`config.mk`:
```
export PLATFORM = sky130hd
export DESIGN_NAME = sig_stim_gen
export DESIGN_NICKNAME = d
export VERILOG_FILES = /design/src/rtl/sig_stim_gen.sv
export SDC_FILE = /design/constraint.sdc
export NUM_CORES = 1
export LEC_CHECK = 0
export ABC_AREA = 1
export CELL_PAD_IN_SITES_DETAIL_PLACEMENT = 1
export CELL_PAD_IN_SITES_GLOBAL_PLACEMENT = 1
export CORE_UTILIZATION = 36
export DETAILED_ROUTE_END_ITERATION = 16
export PLACE_DENSITY_LB_ADDON = 0.1
export SYNTH_ARGS = -nofsm -noshare
export SYNTH_HDL_FRONTEND = slang
export SYNTH_SLANG_ARGS = --single-unit
```
`constraint.sdc`:
```
create_clock -name clock -period 1.6 [get_ports clock]
set_input_delay 0.16 -clock clock [delete_from_list [all_inputs] [get_ports clock]]
set_output_delay 0.16 -clock clock [all_outputs]
set_load 0.005 [all_outputs]
```
`src/rtl/sig_stim_gen.sv`:
```
// Stimulus source for the start/stop/data window protocol: drives one framed window of
// PRBS or pattern bits per go request and computes the signature an analyzer must latch.
module sig_stim_gen #(
  parameter int LEN_W      = 16,
  parameter int ARM_CYCLES = 2
) (
  input  logic             clock,
  input  logic             reset_l,
  input  logic             go,
  input  logic [LEN_W-1:0] len,
  input  logic             mode,
  input  logic [15:0]      seed,
  output logic             busy,
  output logic             start,
  output logic             stop,
  output logic             data,
  output logic             done,
  output logic [15:0]      expected_sig
);

  localparam int ARM_W = (ARM_CYCLES > 1) ? $clog2(ARM_CYCLES) : 1;
  localparam logic [ARM_W-1:0] ARM_LAST = ARM_W'(ARM_CYCLES - 1);

  typedef enum logic [2:0] {
    S_IDLE  = 3'd0,
    S_ARM   = 3'd1,
    S_START = 3'd2,
    S_SHIFT = 3'd3,
    S_DONE  = 3'd4
  } state_t;

  state_t           state_q, state_d;
  logic [ARM_W-1:0] arm_cnt_q, arm_cnt_d;
  logic [LEN_W-1:0] bit_cnt_q, bit_cnt_d;
  logic             mode_q, mode_d;
  logic [15:0]      src_q, src_d;
  logic [15:0]      sig_q, sig_d;
  logic [15:0]      exp_q, exp_d;
  logic             busy_q, busy_d;
  logic             start_q, start_d;
  logic             stop_q, stop_d;
  logic             data_q, data_d;
  logic             done_q, done_d;
  logic             accept;
  logic             src_fb;

  assign accept = (state_q == S_IDLE) && go && (len != '0);

  // State register
  always_ff @(posedge clock or negedge reset_l) begin
    if (!reset_l) begin
      state_q <= S_IDLE;
    end else begin
      // NOTE: sequential state always uses non-blocking assignment so every flop samples pre-edge values.
      state_q <= state_d;
    end
  end

  // Next-state logic
  always_comb begin
    state_d = state_q;
    unique case (state_q)
      S_IDLE:  if (accept) state_d = S_ARM;
      S_ARM:   if (arm_cnt_q == ARM_LAST) state_d = S_START;
      S_START: state_d = S_SHIFT;
      S_SHIFT: if (bit_cnt_q == LEN_W'(1)) state_d = S_DONE;
      S_DONE:  state_d = S_IDLE;
      default: state_d = S_IDLE;
    endcase
  end

  // Pattern mode rotates the word; PRBS mode is x^16+x^14+x^13+x^11+1 Fibonacci feedback.
  assign src_fb = mode_q ? src_q[15] : (src_q[15] ^ src_q[13] ^ src_q[12] ^ src_q[10]);

  // Datapath next-state: counters, bit source and signature
  always_comb begin
    // NOTE: every always_comb output gets a default first so no path can infer a latch.
    arm_cnt_d = '0;
    bit_cnt_d = bit_cnt_q;
    mode_d    = mode_q;
    src_d     = src_q;
    sig_d     = sig_q;
    exp_d     = exp_q;
    if (state_q == S_ARM) arm_cnt_d = arm_cnt_q + ARM_W'(1);
    if (accept) begin
      bit_cnt_d = len;
      mode_d    = mode;
      src_d     = seed;
    end
    if (state_q == S_SHIFT) bit_cnt_d = bit_cnt_q - LEN_W'(1);
    if (state_d == S_SHIFT) src_d = {src_q[14:0], src_fb};
    if (state_q == S_START) sig_d = '0;
    if (state_q == S_SHIFT)
      sig_d = {sig_q[14:0], data_q ^ sig_q[6] ^ sig_q[8] ^ sig_q[11] ^ sig_q[15]};
    if (state_d == S_DONE) exp_d = sig_d;
  end

  // Output logic: decoded from the upcoming state so the registered pins line up with it
  always_comb begin
    busy_d  = (state_d != S_IDLE);
    start_d = (state_d == S_START);
    stop_d  = (state_d == S_SHIFT) && (bit_cnt_d == LEN_W'(1));
    data_d  = (state_d == S_SHIFT) && src_q[15];
    done_d  = (state_d == S_DONE);
  end

  always_ff @(posedge clock or negedge reset_l) begin
    if (!reset_l) begin
      arm_cnt_q <= '0;
      bit_cnt_q <= '0;
      mode_q    <= 1'b0;
      src_q     <= '0;
      sig_q     <= '0;
      exp_q     <= '0;
      busy_q    <= 1'b0;
      start_q   <= 1'b0;
      stop_q    <= 1'b0;
      data_q    <= 1'b0;
      done_q    <= 1'b0;
    end else begin
      arm_cnt_q <= arm_cnt_d;
      bit_cnt_q <= bit_cnt_d;
      mode_q    <= mode_d;
      src_q     <= src_d;
      sig_q     <= sig_d;
      exp_q     <= exp_d;
      busy_q    <= busy_d;
      start_q   <= start_d;
      stop_q    <= stop_d;
      data_q    <= data_d;
      done_q    <= done_d;
    end
  end

  assign busy         = busy_q;
  assign start        = start_q;
  assign stop         = stop_q;
  assign data         = data_q;
  assign done         = done_q;
  assign expected_sig = exp_q;

endmodule
```
==> impl_metrics.json <==
{
  "dp_hpwl_um": 8110,
  "syn_to_final_growth_pct": 54.0,
  "rows": 36,
  "endpoint": "stop",
  "cts_tree": "done",
  "fillCellCount": 1148,
  "clk_latency_ns": 0.36,
  "max_stage_delay_ns": 0.45,
  "critical_path.startpoint_type": "input pin",
  "seq_area_frac_synth": 0.491,
  "internal_power_mw": 2.58,
  "htree_levels": 3,
  "crit_path_frequent_cell": "nor2_1",
  "reg2regPathDepth": 11,
  "async_flop_share": 1.00,
  "antenna_cells": 0,
  "port_buffers": 56,
  "hold_viol": 0,
  "timing.hold.ws_ns": 0.351,
  "clock.fmax_mhz": 541,
  "syn_nets": 488,
  "grt_pass1_vias": 3947,
  "slowest_stage": "clkdlybuf4s50_1",
  "p_comb_frac": 0.049,
  "dpl_worst_slack_ns": -0.576,
  "synthTopCellsByArea": "dfrtp_1 49%, nand2_1 8.9%, inv_1 8.1%, nand3_1 5.2%, nor2_1 4.5%",
  "routedWlPerCell_um": 16.4,
  "crit_start": "len[11]",
  "synth_area_um2": 3770,
  "wirelength_um": 12100,
  "finalSetupViolCount": 36,
  "crit_path_cell_trace": "clkdlybuf4s50_1 -> nor2_1 -> nand2_2 -> nor2_4 -> nand2_4 -> buf_4 -> a21oi_1 -> nor2_1 -> nor2_1 -> nand2_1 -> nor2_2 -> nand3_2 -> nor2_2",
  "regToRegSetupSlack_ns": -0.21,
  "yosys.area.top_type": "dfrtp_1",
  "grt_max_degree": 75,
  "place_congestion": 0.800,
  "timing.rr.end": "stop",
  "ys_ff_latch": 74,
  "endpoint_kind": "flop",
  "synthFlopType": "dfrtp_1",
  "yosys_warnings": 0,
  "path_depth": 13,
  "nNetsFinal": 640,
  "max_slew.worst_pin.slew_ns": 0.417,
  "postLayoutCoreUtil": 0.583,
  "vias_per_cell": 4.89,
  "drive_above_1_share": 0.353,
  "fin_crit_ns": 1.85,
  "worst_slack_ns": -0.248,
  "die_y_um": 104,
  "status": "finished, violations left",
  "coreArea_um2": 9950,
  "drc_errors": 0,
  "grt_overflow": 0,
  "start_util": 0.379,
  "clkTransAtPathRegs_ns": 0.09,
  "track_usage": 0.224,
  "p_seq_frac": 0.544,
  "finalClockSkew_ns": 0.0128,
  "die_area_um2": 10900,
  "ios": 57,
  "cp_num_buf_inv": 2,
  "drtPass1Iterations": 4,
  "swShare": 0.247,
  "vias": 3622,
  "cts_buffers": 9,
  "p_per_area_nw_per_um2": 591,
  "slew_headroom": 0.719,
  "clockPowerShare": 0.406,
  "finalMaxSlewViolations": 0,
  "syn-mean-instance-area_um2": 8.38,
  "synth_top_area_share": 0.491,
  "ant_nets": 0,
  "fin_tns_setup_ns": -3.64,
  "synthCells": 450,
  "rsz0062_at_grt": "true",
  "power.leakage_nw": 2.79,
  "arrival_ns": 2.14,
  "grt_pass1_wl_um": 19200,
  "required_ns": 1.89,
  "violations": "negative setup slack",
  "cts_root_buf": "clkbuf_8",
  "max_cap_violations": 0,
  "p_sw_uw": 848,
  "finalCritPeriodShare": 1.16,
  "antenna_found_initial": 0,
  "peakVddDrop_v": 0.000389,
  "critPathKind": "in -> reg",
  "synth_edf_count": 0,
  "crit_fanout": 5,
  "ctsLongestPathBuffers": 2,
  "cp_top_family": "simple AND/OR/NAND/NOR gates",
  "worst_hold_path_type": "in -> async",
  "synth_cell_types": 34,
  "die_w_um": 104,
  "reg2reg_from": "state_q[0]",
  "cts_num_sinks": 74,
  "dr.first_iter.drc_count": 86
}
cell type report:
| class | count | area, um2 | area share |
|---|---|---|---|
| clock buffers | 11 | 141 | 0.0243 |
| inverters | 85 | 330 | 0.0569 |
| well taps | 133 | 166 | 0.0287 |
| repair buffers | 155 | 1440 | 0.247 |
| clock inverters | 5 | 38.8 | 0.00668 |
| multi-input cells | 277 | 1840 | 0.317 |
| flip-flops and latches | 74 | 1860 | 0.319 |
cells in the final DEF, fill, tap and decap left out, types with 4 or more instances in the layout:
cell / instances
o21ai_2: 8
nand2_2: 13
clkbuf_8: 10
xor2_1: 6
clkdlybuf4s50_1: 54
nand3_2: 6
buf_4: 79
nand2_1: 77
nand2_4: 4
o221ai_2: 13
nor2_4: 8
buf_12: 4
inv_1: 70
nand3_1: 32
nor2_2: 13
mux2i_1: 13
buf_6: 11
o22ai_1: 15
dfrtp_1: 71
o21ai_1: 4
a21oi_1: 5
nor2_1: 30
o21ai_0: 4
inv_2: 11
repair_timing:
item	in CTS	in global routing
buffers inserted	14	9
gates cloned	1	2
setup endpoints to repair	43	47
hold endpoints to repair	74	0
gates resized for setup	63	57
pin swaps	20	26
hold buffers	1	0
stage by stage:
step / instances / power [mW] / cell area (um2)
floorplan: 450 / 1.91 / 3770
global placement: 702 / 2.07 / 5010
detailed placement: 702 / 2.07 / 5010
CTS: 734 / 3.46 / 5550
global route: 740 / 3.53 / 5810
finish: 740 / 3.43 / 5810
state kept, by name, summed over array words and instances, names as in the netlist:
| register | cells |
|---|---|
| bit_cnt_q | 16 |
| expected_sig | 16 |
| sig_q | 16 |
| src_q | 16 |
| state_q | 3 |
| arm_cnt_q | 1 |
| busy | 1 |
| data | 1 |
| done | 1 |
| mode_q | 1 |
| start | 1 |
| stop | 1 |
routing by layer:
metal	up-vias	share of wire	track usage	wire length, um
met2	70	0.52	0.396	6350
met3	20	0.031	0.0276	374
li1	1740	-	-	-
met5	-	0	0	0
met4	0	0.023	0.104	275
met1	1792	0.42	0.270	5100
power by group through the flow:
stage                     Clock, mW  Sequential (mW)  Combinational [mW]
after global placement            0             1.91               0.166
final                          1.39             1.87               0.169
after global routing           1.48             1.87               0.187
after CTS                      1.41             1.87               0.174
after detailed placement          0             1.91               0.168
after floorplan                   0             1.91             0.00741
Yosys cell counts, types with 2 or more instances:
cell type / instances
o22ai_1: 15
nor3_2: 2
o21ai_1: 2
nand3_1: 39
or2_2: 2
a21oi_1: 8
buf_6: 5
nand2_1: 89
xnor2_1: 2
buf_2: 6
nor2_2: 5
dfrtp_1: 74
inv_1: 81
o211ai_1: 3
nand2_2: 6
mux2i_1: 15
ha_1: 2
o221ai_1: 13
clkbuf_1: 2
inv_2: 3
o21ai_0: 14
nor2_1: 45
xor2_1: 6
worst min-delay path by stage:
stage / from / end / slack [ns] / depth (start not counted)
CTS: mode / mode_q / 0.35 / 3
floorplan: reset_l / arm_cnt_q / -0.14 / 0
detailed placement: reset_l / expected_sig[10] / 0.23 / 2
global route: mode / mode_q / 0.37 / 3
finish: reset_l / expected_sig[10] / 0.35 / 3
global placement: reset_l / expected_sig[9] / 0.23 / 2
worst reg2reg max path, delay by kind of cell (launching register included):
family,cells,cell delay (ns)
and+or+nand+nor,10,1.20
DFF,1,0.39
buffers and inverters,1,0.17
kinds of logic after synthesis:
group | count (synthesis) | share of synthesized area
compound gates | 56 | 0.0962
xor+xnor | 8 | 0.0186
fa+ha+maj | 2 | 0.00663
buf+inv | 100 | 0.117
flops | 74 | 0.491
mux | 15 | 0.0398
simple gates | 195 | 0.230
Note: power is estimated with default switching activity, not from simulation.
